## src/rtl/mcdf_fmt_receiver_pkg.sv

```systemverilog
`default_nettype none
// ============================================================================
// Module      : mcdf_fmt_receiver_pkg
// Description : Shared types and constants for the MCDF formatter receiver.
//               - rx_state_e  : receive FSM states
//               - ERR_*       : error codes reported on err_code_o
//               - ENTRY_W     : buffer entry width {chid[1:0], last, data[31:0]}
//               - rx_entry_t  : packed view of one buffer entry
// Revision    : 1.0 - initial release
// ============================================================================
package mcdf_fmt_receiver_pkg;

  typedef enum logic [1:0] {
    S_IDLE       = 2'd0,
    S_GRANT      = 2'd1,
    S_WAIT_START = 2'd2,
    S_RECV       = 2'd3
  } rx_state_e;

  localparam logic [1:0] ERR_NONE    = 2'd0;
  localparam logic [1:0] ERR_LEN_BAD = 2'd1;
  localparam logic [1:0] ERR_TIMEOUT = 2'd2;
  localparam logic [1:0] ERR_FRAMING = 2'd3;

  localparam int ENTRY_W = 35;

  typedef struct packed {
    logic [1:0]  chid;
    logic        last;
    logic [31:0] data;
  } rx_entry_t;

endpackage
`default_nettype wire

```

## src/rtl/mcdf_rx_buffer.sv

```systemverilog
`default_nettype none
// ============================================================================
// Module      : mcdf_rx_buffer
// Description : Packet buffer with a speculative write pointer. Words are
//               written at wr_ptr; commit_i publishes everything written so
//               far (including a same-cycle write) to the reader; rollback_i
//               discards the uncommitted words. The read port is first-word
//               fall-through with a registered data stage.
// Ports       : clk_i, rstn_i       clock, asynchronous active-low reset
//               wr_en_i, wr_data_i  speculative write
//               commit_i            publish written words (incl. this cycle)
//               rollback_i          drop uncommitted words (wins over write)
//               free_o              DEPTH - committed occupancy
//               rd_valid_o/ready_i  read handshake, rd_data_o read word
// Revision    : 1.0 - initial release
// ============================================================================
module mcdf_rx_buffer #(
  parameter int DEPTH = 64,
  parameter int AW    = 6,
  parameter int W     = 35
) (
  input  logic          clk_i,
  input  logic          rstn_i,
  input  logic          wr_en_i,
  input  logic [W-1:0]  wr_data_i,
  input  logic          commit_i,
  input  logic          rollback_i,
  output logic [AW:0]   free_o,
  output logic          rd_valid_o,
  input  logic          rd_ready_i,
  output logic [W-1:0]  rd_data_o
);

  localparam logic [AW:0] PTR_ONE = (AW+1)'(1);

  logic [W-1:0]  mem_q [DEPTH];
  logic [AW:0]   wr_ptr_q, wr_ptr_d;
  logic [AW:0]   wr_commit_q, wr_commit_d;
  logic [AW:0]   rd_ptr_q, rd_ptr_d;
  logic [W-1:0]  rd_data_q, rd_data_d;
  logic          w_pop;
  logic          w_bypass;

  assign rd_valid_o = (rd_ptr_q != wr_commit_q);
  assign w_pop      = rd_valid_o & rd_ready_i;
  assign free_o     = (AW+1)'(DEPTH) - (wr_commit_q - rd_ptr_q);
  // Only committed words are ever presented; the data stage is zeroed otherwise.
  assign rd_data_o  = rd_valid_o ? rd_data_q : '0;

  always_comb begin
    wr_ptr_d = wr_ptr_q;
    if (rollback_i) begin
      wr_ptr_d = wr_commit_q;
    end else if (wr_en_i) begin
      wr_ptr_d = wr_ptr_q + PTR_ONE;
    end

    wr_commit_d = wr_commit_q;
    if (commit_i) begin
      wr_commit_d = wr_en_i ? (wr_ptr_q + PTR_ONE) : wr_ptr_q;
    end

    rd_ptr_d = w_pop ? (rd_ptr_q + PTR_ONE) : rd_ptr_q;

    // The data stage tracks the entry the reader will look at next cycle.
    // A same-cycle write to that slot is forwarded so a freshly committed
    // single word is visible immediately.
    w_bypass  = wr_en_i && (wr_ptr_q[AW-1:0] == rd_ptr_d[AW-1:0]);
    rd_data_d = w_bypass ? wr_data_i : mem_q[rd_ptr_d[AW-1:0]];
  end

  always_ff @(posedge clk_i) begin
    if (wr_en_i) begin
      mem_q[wr_ptr_q[AW-1:0]] <= wr_data_i;
    end
  end

  always_ff @(posedge clk_i or negedge rstn_i) begin
    if (!rstn_i) begin
      wr_ptr_q    <= '0;
      wr_commit_q <= '0;
      rd_ptr_q    <= '0;
      rd_data_q   <= '0;
    end else begin
      wr_ptr_q    <= wr_ptr_d;
      wr_commit_q <= wr_commit_d;
      rd_ptr_q    <= rd_ptr_d;
      rd_data_q   <= rd_data_d;
    end
  end

endmodule
`default_nettype wire

```

## src/rtl/mcdf_fmt_receiver.sv

```systemverilog
`default_nettype none
// ============================================================================
// Module      : mcdf_fmt_receiver
// Description : Far-end sink of the MCDF formatter interface. Grants a
//               request only when the whole packet fits in committed free
//               space, captures the start..end burst, checks framing and
//               length, commits good packets and replays them on a
//               valid/ready stream tagged with the channel id. Bad packets
//               are rolled back atomically.
// Ports       : clk_i, rstn_i                   clock, async active-low reset
//               fmt_req_i/chid_i/length_i       packet request
//               fmt_grant_o                     one-cycle grant pulse
//               fmt_data_i/start_i/end_i        packet burst
//               rx_valid_o/ready_i/data_o/chid_o/last_o  output stream
//               err_o, err_code_o, err_clr_i    sticky first-error report
// Config      : MCDF_RX_STATS_EN adds pkt_cnt_o (good packets per chid 0..2,
//               wrapping) and drop_cnt_o (discarded packets, saturating).
// Revision    : 1.0 - initial release
// ============================================================================
module mcdf_fmt_receiver #(
  parameter int DEPTH   = 64,
  parameter int AW      = 6,
  parameter int TIMEOUT = 16
) (
  input  logic        clk_i,
  input  logic        rstn_i,
  input  logic        fmt_req_i,
  input  logic [1:0]  fmt_chid_i,
  input  logic [5:0]  fmt_length_i,
  output logic        fmt_grant_o,
  input  logic [31:0] fmt_data_i,
  input  logic        fmt_start_i,
  input  logic        fmt_end_i,
  output logic        rx_valid_o,
  input  logic        rx_ready_i,
  output logic [31:0] rx_data_o,
  output logic [1:0]  rx_chid_o,
  output logic        rx_last_o,
  output logic        err_o,
  output logic [1:0]  err_code_o,
  input  logic        err_clr_i
`ifdef MCDF_RX_STATS_EN
  ,
  output logic [3*16-1:0] pkt_cnt_o,
  output logic [15:0]     drop_cnt_o
`endif
);

  import mcdf_fmt_receiver_pkg::*;

  localparam int          TW  = $clog2(TIMEOUT + 1);
  localparam logic [AW:0] ONE = (AW+1)'(1);

  rx_state_e      state_q, state_d;
  logic [1:0]     chid_q, chid_d;
  logic [AW:0]    len_q, len_d;
  logic [AW:0]    beat_q, beat_d;
  logic [TW-1:0]  timer_q, timer_d;
  logic           grant_q, grant_d;
  logic           err_q, err_d;
  logic [1:0]     err_code_q, err_code_d;

  logic [AW:0]    w_len_req;
  logic [AW:0]    w_beat_cur;
  logic [AW:0]    w_free;
  logic           w_wr_en, w_commit, w_rollback;
  logic           w_frame_err, w_done;
  logic           w_new_err;
  logic [1:0]     w_new_code;
  logic           w_pkt_good, w_pkt_drop;
  rx_entry_t      w_wr_entry, w_rd_entry;
  logic [ENTRY_W-1:0] w_rd_raw;

  assign w_len_req  = (AW+1)'(fmt_length_i);
  // Beat number of the word on fmt_data_i this cycle (1-based).
  assign w_beat_cur = (state_q == S_RECV) ? (beat_q + ONE) : ONE;
  assign w_wr_entry = '{chid: chid_q, last: (w_beat_cur == len_q), data: fmt_data_i};

  // --------------------------------------------------------------------------
  // Receive FSM
  // --------------------------------------------------------------------------
  always_comb begin
    state_d     = state_q;
    chid_d      = chid_q;
    len_d       = len_q;
    beat_d      = beat_q;
    timer_d     = timer_q;
    grant_d     = 1'b0;
    w_wr_en     = 1'b0;
    w_commit    = 1'b0;
    w_rollback  = 1'b0;
    w_frame_err = 1'b0;
    w_done      = 1'b0;
    w_new_err   = 1'b0;
    w_new_code  = ERR_NONE;
    w_pkt_good  = 1'b0;
    w_pkt_drop  = 1'b0;

    case (state_q)
      S_IDLE: begin
        if (fmt_req_i) begin
          if ((w_len_req == '0) || (w_len_req > (AW+1)'(DEPTH))) begin
            w_new_err  = 1'b1;
            w_new_code = ERR_LEN_BAD;
          end else if (w_free >= w_len_req) begin
            chid_d  = fmt_chid_i;
            len_d   = w_len_req;
            state_d = S_GRANT;
          end
        end
      end

      S_GRANT: begin
        // grant_q is registered, so the pulse appears in the first WAIT_START cycle.
        grant_d = 1'b1;
        timer_d = '0;
        state_d = S_WAIT_START;
      end

      S_WAIT_START: begin
        if (fmt_start_i) begin
          w_wr_en = 1'b1;
          beat_d  = ONE;
          if (len_q == ONE) begin
            if (fmt_end_i) w_done = 1'b1;
            else           w_frame_err = 1'b1;
          end else if (fmt_end_i) begin
            w_frame_err = 1'b1;
          end else begin
            state_d = S_RECV;
          end
        end else if (timer_q == TW'(TIMEOUT - 1)) begin
          w_new_err  = 1'b1;
          w_new_code = ERR_TIMEOUT;
          w_pkt_drop = 1'b1;
          state_d    = S_IDLE;
        end else begin
          timer_d = timer_q + TW'(1);
        end
      end

      S_RECV: begin
        w_wr_en = 1'b1;
        beat_d  = w_beat_cur;
        if (fmt_start_i) begin
          w_frame_err = 1'b1;
        end else if (w_beat_cur == len_q) begin
          if (fmt_end_i) w_done = 1'b1;
          else           w_frame_err = 1'b1;
        end else if (fmt_end_i) begin
          w_frame_err = 1'b1;
        end
      end

      default: state_d = S_IDLE;
    endcase

    // Rollback overrides the same-cycle write inside the buffer.
    if (w_frame_err) begin
      w_rollback = 1'b1;
      w_new_err  = 1'b1;
      w_new_code = ERR_FRAMING;
      w_pkt_drop = 1'b1;
      state_d    = S_IDLE;
    end
    if (w_done) begin
      w_commit   = 1'b1;
      w_pkt_good = 1'b1;
      state_d    = S_IDLE;
    end
  end

  // Sticky first error; a clear in the same cycle as a new error wins.
  always_comb begin
    err_d      = err_q;
    err_code_d = err_code_q;
    if (err_clr_i) begin
      err_d      = 1'b0;
      err_code_d = ERR_NONE;
    end else if (w_new_err && !err_q) begin
      err_d      = 1'b1;
      err_code_d = w_new_code;
    end
  end

  always_ff @(posedge clk_i or negedge rstn_i) begin
    if (!rstn_i) begin
      state_q    <= S_IDLE;
      chid_q     <= '0;
      len_q      <= '0;
      beat_q     <= '0;
      timer_q    <= '0;
      grant_q    <= 1'b0;
      err_q      <= 1'b0;
      err_code_q <= ERR_NONE;
    end else begin
      state_q    <= state_d;
      chid_q     <= chid_d;
      len_q      <= len_d;
      beat_q     <= beat_d;
      timer_q    <= timer_d;
      grant_q    <= grant_d;
      err_q      <= err_d;
      err_code_q <= err_code_d;
    end
  end

  assign fmt_grant_o = grant_q;
  assign err_o       = err_q;
  assign err_code_o  = err_code_q;

  // --------------------------------------------------------------------------
  // Packet buffer
  // --------------------------------------------------------------------------
  mcdf_rx_buffer #(
    .DEPTH (DEPTH),
    .AW    (AW),
    .W     (ENTRY_W)
  ) u_buffer (
    .clk_i      (clk_i),
    .rstn_i     (rstn_i),
    .wr_en_i    (w_wr_en),
    .wr_data_i  (w_wr_entry),
    .commit_i   (w_commit),
    .rollback_i (w_rollback),
    .free_o     (w_free),
    .rd_valid_o (rx_valid_o),
    .rd_ready_i (rx_ready_i),
    .rd_data_o  (w_rd_raw)
  );

  assign w_rd_entry = rx_entry_t'(w_rd_raw);
  assign rx_data_o  = w_rd_entry.data;
  assign rx_chid_o  = w_rd_entry.chid;
  assign rx_last_o  = w_rd_entry.last;

  // --------------------------------------------------------------------------
  // Optional statistics
  // --------------------------------------------------------------------------
`ifdef MCDF_RX_STATS_EN
  logic [15:0] drop_cnt_q;

  for (genvar gi = 0; gi < 3; gi++) begin : g_pkt_cnt
    logic [15:0] cnt_q;
    always_ff @(posedge clk_i or negedge rstn_i) begin
      if (!rstn_i) begin
        cnt_q <= '0;
      end else if (w_pkt_good && (chid_q == 2'(gi))) begin
        cnt_q <= cnt_q + 16'd1;
      end
    end
    assign pkt_cnt_o[gi*16 +: 16] = cnt_q;
  end

  always_ff @(posedge clk_i or negedge rstn_i) begin
    if (!rstn_i) begin
      drop_cnt_q <= '0;
    end else if (w_pkt_drop && (drop_cnt_q != 16'hFFFF)) begin
      drop_cnt_q <= drop_cnt_q + 16'd1;
    end
  end
  assign drop_cnt_o = drop_cnt_q;
`else
  logic w_unused_stats;
  assign w_unused_stats = w_pkt_good ^ w_pkt_drop;
`endif

endmodule
`default_nettype wire

```

## config.mk

```make
export PLATFORM = sky130hd
export DESIGN_NAME = mcdf_fmt_receiver
export DESIGN_NICKNAME = d
export VERILOG_FILES = /design/src/rtl/mcdf_fmt_receiver_pkg.sv /design/src/rtl/mcdf_rx_buffer.sv /design/src/rtl/mcdf_fmt_receiver.sv
export SDC_FILE = /design/constraint.sdc
export NUM_CORES = 2
export LEC_CHECK = 0
export BUFFER_PORTS_ARGS = -buffer_cell sky130_fd_sc_hd__buf_2
export CORE_MARGIN = 4
export CORE_UTILIZATION = 45
export DETAILED_ROUTE_END_ITERATION = 6
export PLACE_DENSITY = 0.61
export REMOVE_ABC_BUFFERS = 1
export SLEW_MARGIN = 30
export SYNTH_ARGS = -nofsm -noshare
export SYNTH_HDL_FRONTEND = slang
export SYNTH_HIERARCHICAL = 1
export SYNTH_SLANG_ARGS = --single-unit
export TNS_END_PERCENT = 20
```

## constraint.sdc

```tcl
create_clock -name clk_i -period 6 [get_ports clk_i]
set_input_delay 0.6 -clock clk_i [delete_from_list [all_inputs] [get_ports clk_i]]
set_output_delay 0.6 -clock clk_i [all_outputs]
set_load 0.05 [all_outputs]
```

==> results.json <==
{
  "met1_usage_pct": 39.36,
  "fmax_mhz": 185.8,
  "die-width_um": 479.7,
  "fin_crit_sh_pct": 89.71,
  "syn_avg_cell_area_um2": 14.77,
  "tightest_slew_ns": 1.141,
  "synth_seq_cells": 2322,
  "synth_edf_count": 2240,
  "drv_cap": 0,
  "power_density_mw_per_mm2": 460.7,
  "multi_input_area_mm2": 0.02922,
  "regArea_mm2": 0.06933,
  "max-vdd-ir-drop_mv": 0.4067,
  "synth_top_family_by_area": "compound AO/OA/AOI/OAI gates",
  "dp_hpwl_mm": 193.8,
  "fin_skew_ns": 0.03221,
  "setup_viol": 0,
  "met3_usage_pct": 7.058,
  "drt-vias-per-instance": 6.756,
  "final-hold-violation-count": 0,
  "cts_buffer_depth": 3,
  "cts.sinks": 2322,
  "crit_arrival_ns": 6.13,
  "synth_compound_area_share_pct": 12.66,
  "portBuffers": 86,
  "synthMuxAreaShare_pct": 9.033,
  "htree_levels": 4,
  "worst-endpoint-required_ns": 6.75,
  "tritoncts": "built",
  "slew_headroom_pct": 23.95,
  "core_area_mm2": 0.2206,
  "clock-root-buffer": "clkbuf_16",
  "yosys.area_share.simple_pct": 5.971,
  "synth_area_leader_cell": "edfxtp_1",
  "overflow": 0,
  "hold_class": "in2reg",
  "vias": 67690,
  "firstDrtPassIters": 7,
  "synth_common_cells": "edfxtp_1, nand2_1, o22ai_1",
  "row_count": 172,
  "grt_use_met2_pct": 44.05,
  "synth_area_leaders": "edfxtp_1, mux2i_1, mux4_2",
  "place.gp.congestion": 0.8660,
  "status": "finished, violations left",
  "drive_above_1_share_pct": 16.94,
  "fin_tns_setup_ns": 0,
  "ys.flop_type": "edfxtp_1",
  "grtUsageTotal_pct": 28.72,
  "crit_fanout": 21,
  "yosysUniqueCellTypes": 91,
  "synthesis.area_mm2": 0.1001,
  "ys_warn_count": 6,
  "drt_iter0_drc": 9010,
  "initial_core_util_pct": 45.40,
  "synth_fa_ha_area_share_pct": 0.3823,
  "rsz0062_at_grt": "false",
  "wl_per_cell_um": 33.91,
  "path_class": "reg2reg",
  "antenna_found_initial": 22,
  "grt_start_max_net_pins": 145,
  "numCtsBuffers": 233,
  "seq_area_frac_synth_pct": 69.22,
  "violations": "design-rule violations",
  "synth.top_cell.area_share_pct": 67.17,
  "ant_nets": 0,
  "power_mw": 52.31,
  "top_usage_layer": "met2",
  "p_leak_nw": 36.61,
  "area_growth_pct": 13.37,
  "endpoint_kind": "flop",
  "post_cts_resized": 0,
  "clock_latency_ns": 0.89,
  "clk_pin_slew_ns": 0.06,
  "yosysMostFrequentCell": "edfxtp_1",
  "fillers": 18110,
  "grt_pass1_wl_mm": 479.8,
  "setup_ws_ns": 0.6172,
  "ios": 87,
  "die_h_um": 479.7,
  "setup.worst_path.start_class": "flop",
  "pre_cts_slack_ns": 0.9243,
  "maxSlewViolCount": 0,
  "syn_inst": 6778,
  "drc": 9,
  "grt_pass1_vias": 64770,
  "dieArea_mm2": 0.2302,
  "fin_nets": 6932,
  "yosys.area_share.xor_xnor_pct": 0.2861,
  "period_minus_slack_ns": 5.383,
  "drt_wl_total_mm": 339.8,
  "synthArstFlopShare_pct": 3.531
}
## critical path: stages (launching register included)
cell      delay (ns)
dfrtp_4         0.53
inv_6           0.26
ha_1            0.25
and4_1          0.45
buf_4           0.28
a31oi_1         0.15
xnor2_2         0.20
buf_4           0.22
inv_2           0.45
nor3_2          0.09
buf_4           0.26
buf_4           0.26
a22oi_1         0.56
nand4_1         0.23
nor4_2          0.77
buf_4           0.22
a211oi_1        0.04
## metal layers
layer	part of all wire (%)	vias to the layer above
met5	0.021	-
met4	4.6	12
met3	12	826
met2	45	4310
met1	39	34780
li1	-	27770
## layout make-up
class,count,share of cell area [%]
flip-flops and latches,2322,61.06
multi-input cells,3864,25.74
clock buffers,302,5.489
well taps,2958,3.260
repair buffers,399,3.113
clock inverters,132,1.191
inverters,35,0.1300
diodes,8,0.01763
## report_power, final
group | leakage, nW | switching [mW] | internal [mW] | total, mW
Clock | 3.70 | 6.27 | 8.33 | 14.6
Combinational | 11.8 | 12.8 | 6.04 | 18.9
Sequential | 21.1 | 0.526 | 18.3 | 18.9
## placed cells by master (no fill, tap or decap), types with 185 or more instances in the layout
cell,n
nand2_1,455
edfxtp_1,2240
buf_4,247
o22ai_1,364
a21oi_1,202
o21ai_0,344
mux2i_1,357
clkbuf_16,235
mux2_2,185
nand3_1,210
a211oi_1,188
## cell families (layout without fill, tap and decap cells)
| kind of cell | after synthesis | in the layout |
|---|---|---|
| DFF | 2322 | 2322 |
| AOI/OAI and AO/OA | 1845 | 1845 |
| and+or+nand+nor | 1263 | 1263 |
| muxes | 695 | 695 |
| buffers and inverters | 592 | 868 |
| xor gates and xnor gates | 31 | 31 |
| adders and majority gates | 30 | 30 |
| other | 0 | 8 |
## per-stage QoR
step,area (um2),cells,util (%),hold WS [ns]
after floorplan,97830,6221,-,0.3044
after global placement,105600,9560,47.86,0.4867
after detailed placement,105800,9566,47.94,0.4933
after CTS,113500,10010,51.43,0.09297
after global routing,113500,10010,51.46,0.1296
final,113500,10020,51.47,0.1414
## registers in the layout, summed over array words and instances, names as in the netlist
name and count:
u_buffer/wr_commit_q 7, err_o 1, state_q 2, u_buffer/rd_data_q 35, err_code_o 2, len_q 6, u_buffer/wr_ptr_q 7, fmt_grant_o 1
chid_q 2, beat_q 7, u_buffer/mem_q 2240, timer_q 5, u_buffer/rd_ptr_q 7
## what timing repair did
item	4_1_cts	5_1_grt
endpoints found under the hold margin	53	0
buffers inserted	0	0
hold buffers	11	0
## path summary, 6_finish.rpt
| check | from | end | slack (ns) | cells after the start |
|---|---|---|---|---|
| min in group asynchronous | rstn_i | u_buffer/rd_data_q[5] | 0.29 | 2 |
| worst min-delay path | fmt_data_i[21] | u_buffer/mem_q[14][21] | 0.14 | 1 |
| worst max register to register | u_buffer/rd_ptr_q[0] | u_buffer/rd_data_q[29] | 0.62 | 16 |
| max in group asynchronous | rstn_i | u_buffer/rd_ptr_q[1] | 4.42 | 3 |
| worst max-delay path | u_buffer/rd_ptr_q[0] | u_buffer/rd_data_q[29] | 0.62 | 16 |
| worst min register to register | timer_q[4] | timer_q[4] | 0.50 | 2 |
(Power assumes the default switching activity.)
